`src/rtl/controlador_transaccion_pkg.sv`:
```
// rtl/controlador_transaccion_pkg.sv - shared types and constants for the transaction-layer controller
// Contents: state encodings, FIFO bit indices for the 5-bit status vectors,
// threshold width and the next-state function used by the controller FSM.
package controlador_transaccion_pkg;

  localparam int UMBRAL_W  = 4;
  localparam int NUM_FIFOS = 5;

  // Bit positions inside fifo_empty / fifo_error / error_full
  localparam int IDX_MF  = 0;
  localparam int IDX_VC0 = 1;
  localparam int IDX_VC1 = 2;
  localparam int IDX_D0  = 3;
  localparam int IDX_D1  = 4;

  typedef enum logic [2:0] {
    ST_RESET  = 3'd0,
    ST_INIT   = 3'd1,
    ST_IDLE   = 3'd2,
    ST_ACTIVE = 3'd3,
    ST_ERROR  = 3'd4
  } state_t;

  // Next state when reset is low. Priority inside each state: error > init > emptiness.
  function automatic state_t fsm_next(state_t cur, logic init, logic any_err, logic all_empty);
    state_t nxt;
    case (cur)
      ST_RESET:  nxt = ST_INIT;
      ST_INIT:   nxt = any_err ? ST_ERROR : (init ? ST_INIT : ST_IDLE);
      ST_IDLE:   nxt = any_err ? ST_ERROR : (init ? ST_INIT : (all_empty ? ST_IDLE : ST_ACTIVE));
      ST_ACTIVE: nxt = any_err ? ST_ERROR : (init ? ST_INIT : (all_empty ? ST_IDLE : ST_ACTIVE));
      ST_ERROR:  nxt = ST_ERROR;
      default:   nxt = ST_RESET;
    endcase
    return nxt;
  endfunction

endpackage

```
`src/rtl/controlador_transaccion_if.sv`:
```
// rtl/controlador_transaccion_if.sv - FIFO status/control bus between the controller and the FIFOs
// Signals: occupancy counts, empty and error flags (FIFO -> controller);
// thresholds and pause signals (controller -> FIFOs/producers).
// Modports: master = controller side, slave = FIFO/datapath side.
interface controlador_transaccion_if
  import controlador_transaccion_pkg::*;
#(
  parameter int CNT_W = 5
) ();

  logic [CNT_W-1:0]     mf_count;
  logic [CNT_W-1:0]     vc0_count;
  logic [CNT_W-1:0]     vc1_count;
  logic [CNT_W-1:0]     d0_count;
  logic [CNT_W-1:0]     d1_count;
  logic [NUM_FIFOS-1:0] fifo_empty;
  logic [NUM_FIFOS-1:0] fifo_error;

  logic [UMBRAL_W-1:0]  Umbral_MF;
  logic [UMBRAL_W-1:0]  Umbral_VC;
  logic [UMBRAL_W-1:0]  Umbral_D;
  logic                 Main_pause;
  logic                 VC0_pause;
  logic                 VC1_pause;
  logic                 D_pause;

  modport master (
    input  mf_count, vc0_count, vc1_count, d0_count, d1_count,
    input  fifo_empty, fifo_error,
    output Umbral_MF, Umbral_VC, Umbral_D,
    output Main_pause, VC0_pause, VC1_pause, D_pause
  );

  modport slave (
    output mf_count, vc0_count, vc1_count, d0_count, d1_count,
    output fifo_empty, fifo_error,
    input  Umbral_MF, Umbral_VC, Umbral_D,
    input  Main_pause, VC0_pause, VC1_pause, D_pause
  );

endinterface

```
`src/rtl/controlador_transaccion_umbral_cmp.sv`:
```
// rtl/controlador_transaccion_umbral_cmp.sv - almost-full comparator for one FIFO
// Ports: count (occupancy), umbral (threshold) in; almost_full out,
// asserted when count + umbral >= DEPTH.
module umbral_cmp
  import controlador_transaccion_pkg::*;
#(
  parameter int DEPTH = 8,
  parameter int CNT_W = 5
) (
  input  logic [CNT_W-1:0]    count,
  input  logic [UMBRAL_W-1:0] umbral,
  output logic                almost_full
);

  localparam logic [CNT_W:0] DEPTH_V = (CNT_W+1)'(DEPTH);

  // One extra bit so count + umbral can never wrap back below DEPTH
  logic [CNT_W:0] sum;

  assign sum         = {1'b0, count} + (CNT_W+1)'(umbral);
  assign almost_full = (sum >= DEPTH_V);

endmodule

```
`src/rtl/controlador_transaccion.sv`:
```
// rtl/controlador_transaccion.sv - transaction-layer control FSM, threshold registers and pause generation
// Ports: clk, reset (sync, active-high), init, Umbral_*_in thresholds to capture;
// fifo_bus (master modport) carries counts/empty/error in and Umbral_*/pauses out;
// state, idle_out, active_out, error_out, error_full status outputs.
module controlador_transaccion
  import controlador_transaccion_pkg::*;
#(
  parameter int MF_DEPTH = 8,
  parameter int VC_DEPTH = 16,
  parameter int D_DEPTH  = 4,
  parameter int CNT_W    = 5
) (
  input  logic                      clk,
  input  logic                      reset,
  input  logic                      init,
  input  logic [UMBRAL_W-1:0]       Umbral_MF_in,
  input  logic [UMBRAL_W-1:0]       Umbral_VC_in,
  input  logic [UMBRAL_W-1:0]       Umbral_D_in,
  controlador_transaccion_if.master fifo_bus,
  output logic [2:0]                state,
  output logic                      idle_out,
  output logic                      active_out,
  output logic                      error_out,
  output logic [NUM_FIFOS-1:0]      error_full
);

  state_t              state_q;
  state_t              state_nxt;
  logic [UMBRAL_W-1:0] umbral_mf_q;
  logic [UMBRAL_W-1:0] umbral_vc_q;
  logic [UMBRAL_W-1:0] umbral_d_q;
  logic                any_err;
  logic                all_empty;

  assign any_err   = |fifo_bus.fifo_error;
  assign all_empty = &fifo_bus.fifo_empty;
  assign state_nxt = fsm_next(state_q, init, any_err, all_empty);

  always_ff @(posedge clk) begin
    if (reset) begin
      state_q     <= ST_RESET;
      umbral_mf_q <= '0;
      umbral_vc_q <= '0;
      umbral_d_q  <= '0;
      error_full  <= '0;
      idle_out    <= 1'b0;
      active_out  <= 1'b0;
      error_out   <= 1'b0;
    end else begin
      state_q    <= state_nxt;
      idle_out   <= (state_nxt == ST_IDLE);
      active_out <= (state_nxt == ST_ACTIVE);
      error_out  <= (state_nxt == ST_ERROR);

      // Capture on every INIT clock, even the one that exits to ERROR
      if (state_q == ST_INIT) begin
        umbral_mf_q <= Umbral_MF_in;
        umbral_vc_q <= Umbral_VC_in;
        umbral_d_q  <= Umbral_D_in;
      end

      // Errors are recorded in every state except RESET; ERROR keeps accumulating
      if (state_q inside {ST_INIT, ST_IDLE, ST_ACTIVE, ST_ERROR}) begin
        error_full <= error_full | fifo_bus.fifo_error;
      end
    end
  end

  assign state              = state_q;
  assign fifo_bus.Umbral_MF = umbral_mf_q;
  assign fifo_bus.Umbral_VC = umbral_vc_q;
  assign fifo_bus.Umbral_D  = umbral_d_q;

  logic af_mf, af_vc0, af_vc1, af_d0, af_d1;

  umbral_cmp #(.DEPTH(MF_DEPTH), .CNT_W(CNT_W)) u_cmp_mf (
    .count(fifo_bus.mf_count),  .umbral(umbral_mf_q), .almost_full(af_mf)
  );
  umbral_cmp #(.DEPTH(VC_DEPTH), .CNT_W(CNT_W)) u_cmp_vc0 (
    .count(fifo_bus.vc0_count), .umbral(umbral_vc_q), .almost_full(af_vc0)
  );
  umbral_cmp #(.DEPTH(VC_DEPTH), .CNT_W(CNT_W)) u_cmp_vc1 (
    .count(fifo_bus.vc1_count), .umbral(umbral_vc_q), .almost_full(af_vc1)
  );
  umbral_cmp #(.DEPTH(D_DEPTH), .CNT_W(CNT_W)) u_cmp_d0 (
    .count(fifo_bus.d0_count),  .umbral(umbral_d_q),  .almost_full(af_d0)
  );
  umbral_cmp #(.DEPTH(D_DEPTH), .CNT_W(CNT_W)) u_cmp_d1 (
    .count(fifo_bus.d1_count),  .umbral(umbral_d_q),  .almost_full(af_d1)
  );

  // Pauses stay combinational so a producer sees them in the cycle it pushes
  logic main_pause, vc0_pause, vc1_pause, d_pause;

  always_comb begin
    main_pause = 1'b0;
    vc0_pause  = 1'b0;
    vc1_pause  = 1'b0;
    d_pause    = 1'b0;
    case (state_q)
      ST_ERROR: begin
        main_pause = 1'b1;
        vc0_pause  = 1'b1;
        vc1_pause  = 1'b1;
        d_pause    = 1'b1;
      end
      ST_INIT, ST_IDLE, ST_ACTIVE: begin
        main_pause = af_mf;
        vc0_pause  = af_vc0;
        vc1_pause  = af_vc1;
        d_pause    = af_d0 | af_d1;
      end
      default: ;
    endcase
  end

  assign fifo_bus.Main_pause = main_pause;
  assign fifo_bus.VC0_pause  = vc0_pause;
  assign fifo_bus.VC1_pause  = vc1_pause;
  assign fifo_bus.D_pause    = d_pause;

endmodule

```
`src/flat_wrapper.sv`:
```
// flat-port wrapper written by rule: the top's interface ports become plain ports
module controlador_transaccion_flat import controlador_transaccion_pkg::*;
#(
  parameter int MF_DEPTH = 8,
  parameter int VC_DEPTH = 16,
  parameter int D_DEPTH  = 4,
  parameter int CNT_W    = 5
)
  (clk, reset, init, Umbral_MF_in, Umbral_VC_in, Umbral_D_in, state, idle_out, active_out, error_out, error_full, fifo_bus_mf_count, fifo_bus_vc0_count, fifo_bus_vc1_count, fifo_bus_d0_count, fifo_bus_d1_count, fifo_bus_fifo_empty, fifo_bus_fifo_error, fifo_bus_Umbral_MF, fifo_bus_Umbral_VC, fifo_bus_Umbral_D, fifo_bus_Main_pause, fifo_bus_VC0_pause, fifo_bus_VC1_pause, fifo_bus_D_pause);
  controlador_transaccion_if #(.CNT_W(CNT_W)) fifo_bus_i ();
  input  logic clk;
  input  logic reset;
  input  logic init;
  input  logic [UMBRAL_W-1:0] Umbral_MF_in;
  input  logic [UMBRAL_W-1:0] Umbral_VC_in;
  input  logic [UMBRAL_W-1:0] Umbral_D_in;
  output logic [2:0] state;
  output logic idle_out;
  output logic active_out;
  output logic error_out;
  output logic [NUM_FIFOS-1:0] error_full;
  input wire logic [$bits(fifo_bus_i.mf_count)-1:0] fifo_bus_mf_count;
  input wire logic [$bits(fifo_bus_i.vc0_count)-1:0] fifo_bus_vc0_count;
  input wire logic [$bits(fifo_bus_i.vc1_count)-1:0] fifo_bus_vc1_count;
  input wire logic [$bits(fifo_bus_i.d0_count)-1:0] fifo_bus_d0_count;
  input wire logic [$bits(fifo_bus_i.d1_count)-1:0] fifo_bus_d1_count;
  input wire logic [$bits(fifo_bus_i.fifo_empty)-1:0] fifo_bus_fifo_empty;
  input wire logic [$bits(fifo_bus_i.fifo_error)-1:0] fifo_bus_fifo_error;
  output wire logic [$bits(fifo_bus_i.Umbral_MF)-1:0] fifo_bus_Umbral_MF;
  output wire logic [$bits(fifo_bus_i.Umbral_VC)-1:0] fifo_bus_Umbral_VC;
  output wire logic [$bits(fifo_bus_i.Umbral_D)-1:0] fifo_bus_Umbral_D;
  output wire logic [$bits(fifo_bus_i.Main_pause)-1:0] fifo_bus_Main_pause;
  output wire logic [$bits(fifo_bus_i.VC0_pause)-1:0] fifo_bus_VC0_pause;
  output wire logic [$bits(fifo_bus_i.VC1_pause)-1:0] fifo_bus_VC1_pause;
  output wire logic [$bits(fifo_bus_i.D_pause)-1:0] fifo_bus_D_pause;
  assign fifo_bus_i.mf_count = fifo_bus_mf_count;
  assign fifo_bus_i.vc0_count = fifo_bus_vc0_count;
  assign fifo_bus_i.vc1_count = fifo_bus_vc1_count;
  assign fifo_bus_i.d0_count = fifo_bus_d0_count;
  assign fifo_bus_i.d1_count = fifo_bus_d1_count;
  assign fifo_bus_i.fifo_empty = fifo_bus_fifo_empty;
  assign fifo_bus_i.fifo_error = fifo_bus_fifo_error;
  assign fifo_bus_Umbral_MF = fifo_bus_i.Umbral_MF;
  assign fifo_bus_Umbral_VC = fifo_bus_i.Umbral_VC;
  assign fifo_bus_Umbral_D = fifo_bus_i.Umbral_D;
  assign fifo_bus_Main_pause = fifo_bus_i.Main_pause;
  assign fifo_bus_VC0_pause = fifo_bus_i.VC0_pause;
  assign fifo_bus_VC1_pause = fifo_bus_i.VC1_pause;
  assign fifo_bus_D_pause = fifo_bus_i.D_pause;
  controlador_transaccion #(.MF_DEPTH(MF_DEPTH), .VC_DEPTH(VC_DEPTH), .D_DEPTH(D_DEPTH), .CNT_W(CNT_W)) u_core (.clk(clk), .reset(reset), .init(init), .Umbral_MF_in(Umbral_MF_in), .Umbral_VC_in(Umbral_VC_in), .Umbral_D_in(Umbral_D_in), .fifo_bus(fifo_bus_i), .state(state), .idle_out(idle_out), .active_out(active_out), .error_out(error_out), .error_full(error_full));
endmodule
```
`config.mk`:
```
export PLATFORM = sky130hd
export DESIGN_NAME = controlador_transaccion_flat
export DESIGN_NICKNAME = d
export VERILOG_FILES = /design/src/rtl/controlador_transaccion_pkg.sv /design/src/rtl/controlador_transaccion_if.sv /design/src/rtl/controlador_transaccion_umbral_cmp.sv /design/src/rtl/controlador_transaccion.sv /design/src/flat_wrapper.sv
export SDC_FILE = /design/constraint.sdc
export NUM_CORES = 1
export LEC_CHECK = 0
export CORE_MARGIN = 3
export CORE_UTILIZATION = 28
export DETAILED_ROUTE_END_ITERATION = 7
export HOLD_SLACK_MARGIN = 0.08
export SKIP_LAST_GASP = 1
export SLEW_MARGIN = 20
export SYNTH_ARGS = -nofsm -noshare
export SYNTH_HDL_FRONTEND = slang
export SYNTH_SLANG_ARGS = --single-unit
```
`constraint.sdc`:
```
create_clock -name clk -period 6.9 [get_ports clk]
set_input_delay 2.07 -clock clk [delete_from_list [all_inputs] [get_ports clk]]
set_output_delay 2.07 -clock clk [all_outputs]
set_load 0.02 [all_outputs]
```
==> run metrics <==
crit-path max FO=2; CP top delay family=buffers and inverters; via count of the first global-routing pass=1211; Yosys reg bits=23; WL final=3633 microns; Slew headroom=44.42%; diode count=0; Max-cap violations=0; Core Area=4414 sq um; peak per-stage delay on the critical path=570 ps; unrepaired setup endpoints after global routing=no; post-DP HPWL=3000 microns; total CTS buffers=3; Area growth syn-to-layout=66.80%; # rows=24; post-layout min period=6317 ps; grt peak-use layer=met2; reg-to-reg slack, setup=5520 ps; Fmax achieved=0.1583 GHz; met3 usage=1.486%; Initial Util=29.28%; routed vias/inst=4.663; share of layout cells above drive strength 1=3.774%; most common cell after layout, fill and taps aside=clkdlybuf4s50_1; Max VDD drop=0.00007194 V; WL/cell=13.76 microns; register area share after synthesis=35.62%; CP most frequent cell=clkdlybuf4s50_1; GR Util met2=23.92%; critical path cell sequence=clkdlybuf4s50_1 > ha_1 > fa_1 > nand2b_1 > o2111ai_1 > a221oi_1 > o21ai_0 > clkdlybuf4s50_1; Vias=1231; Synth Flop Type=dfxtp_1; full die area=5467 sq um; GRT Residual Overflow=0; Fin Clk Skew=5.771 ps; GR Util met1=16.14%; Required @ worst endpoint=4830 ps; Non-Filler Instances=264; GR Util All Layers=13.28%; post-synth top area share=35.62%; Die Ht=73.94 microns; static leakage=0.8927 nW; Setup WS pre-CTS=543.9 ps; CP Buf/Inv Count=2; Fin Hold WS=455.9 ps; Post-CTS Hold Fix Bufs=0; # port buffers=76; Power Dens Cells=174.6 nW/um^2; Post-synth EDFFs=0; Yosys top cell by area=dfxtp_1; CTS tree=done; Synth area leaders=dfxtp_1 36%, ha_1 17%, mux2i_1 9.3%; worst slew pin tran=831.2 ps; Net count, final=284; Reg clk slew, reported paths=80 ps; largest net degree at the start of global routing=22; slowest CP cell=clkdlybuf4s50_1; CP endpoint kind=output pin; Root Driver=clkbuf_8; Post-DRT Antenna Nets=0; setup ws final=582.9 ps; cts repair resizes=0; Netlist cell types=36; syn nets=205; fin. max-slew vios=0; status=complete, no violations; Clock Path Buffers=2; Synth Instances=134; dpl cells=260; startpoint types=input port; Cell Area, Synth=1292 sq um; Setup Buffers After CTS=0; CTS sink cnt=23; crit path DAT=4250 ps; CTS H-Tree Depth=1; clock insertion delay at the later pin of the skew report=260 ps; Async SR Flop Fraction=0%; hold crit path type=reg2reg; RePlAce Congestion=0.8612; commonest cells after routing, fill and taps aside=76 x clkdlybuf4s50_1, 23 x dfxtp_1, 18 x ha_1; drt drc=0; first-pass detailed-route iteration total=4; width of the chip=73.94 microns; WS Path Type=in2out; Ports=77; syn avg cell area=9.645 sq um; final hold vios=0; Syn. warnings=0; fin crit share=91.55%; final setup fails=0; initial antenna violation count=0; initial DRC count=48; first-pass GRT wire length=5623 microns; setup TNS=0 ps
==> cell usage after synthesis (2+ instances only) <==
cell      number
nor3_2         2
fa_1           3
ha_1          18
dfxtp_1       23
a21oi_1        8
nand4_1        2
mux2i_1       12
o21ai_0        3
clkbuf_1       2
a211oi_1       2
nand2_1        9
nor4_1         2
nor3_1         2
a31oi_1        2
inv_1          8
nor2_1        16
==> layout make-up <==
| type | count | area, sq um |
|---|---|---|
| clock buffer | 4 | 45.04 |
| fill | 408 | 2258 |
| inverter | 8 | 30.03 |
| multi-input combinational | 100 | 787.0 |
| sequential | 23 | 460.4 |
| tap | 52 | 65.06 |
| timing repair buffer | 77 | 768.2 |
==> path summary, 6_finish.rpt <==
check | end | cells past startpoint | from
hold reg to reg | u_core.error_full[1] | 2 | u_core.error_full[1]
setup / recovery | fifo_bus_D_pause | 8 | fifo_bus_d1_count[0]
setup reg to reg | u_core.error_full[4] | 4 | u_core.state[2]
hold / removal | u_core.error_full[1] | 2 | u_core.error_full[1]
==> cells by family after synthesis <==
kind of cell / after synthesis / synth area share [%]
AOI/OAI and AO/OA: 22 / 10.65
muxes: 12 / 9.294
buffers and inverters: 11 / 3.486
DFF: 23 / 35.62
and+or+nand+nor: 45 / 18.88
adders and majority gates: 21 / 22.07
==> routing by layer <==
metal	share of wire, %	up-vias
li1	-	633
met1	39	557
met2	54	37
met3	5.0	4
met4	1.3	0
met5	0	-
==> registers in the layout, indices dropped and copies added (netlist names) <==
name and flops:
u_core.error_full 5, u_core.fifo_bus.Umbral_MF 4, u_core.active_out 1, u_core.fifo_bus.Umbral_D 4, u_core.error_out 1, u_core.fifo_bus.Umbral_VC 4
u_core.state 3, u_core.idle_out 1
==> power by group <==
part / total [W] / internal, W / switching, W / leakage [nW]
Clock: 0.0000838 / 0.0000412 / 0.0000426 / 0.0228
Combinational: 0.000137 / 0.0000756 / 0.0000617 / 0.682
Sequential: 0.000155 / 0.000144 / 0.0000112 / 0.188
Total: 0.000376 / 0.000261 / 0.000115 / 0.893
==> worst min-delay path, cell delays in order, from the launching register on <==
cell and delay, ps:
dfxtp_1 320, inv_1 50, a21oi_1 50
==> through the flow <==
stage / util, % / total power [W] / instance area (sq um)
2_1_floorplan: - / 0.0002232 / 1292
3_3_place_gp: 47.82 / 0.0002931 / 2111
3_5_place_dp: 47.82 / 0.0002971 / 2111
4_1_cts: 48.84 / 0.0003807 / 2156
5_1_grt: 48.84 / 0.0003976 / 2156
6_report: 48.84 / 0.0003764 / 2156
Note: power is estimated with default switching activity, not from simulation.
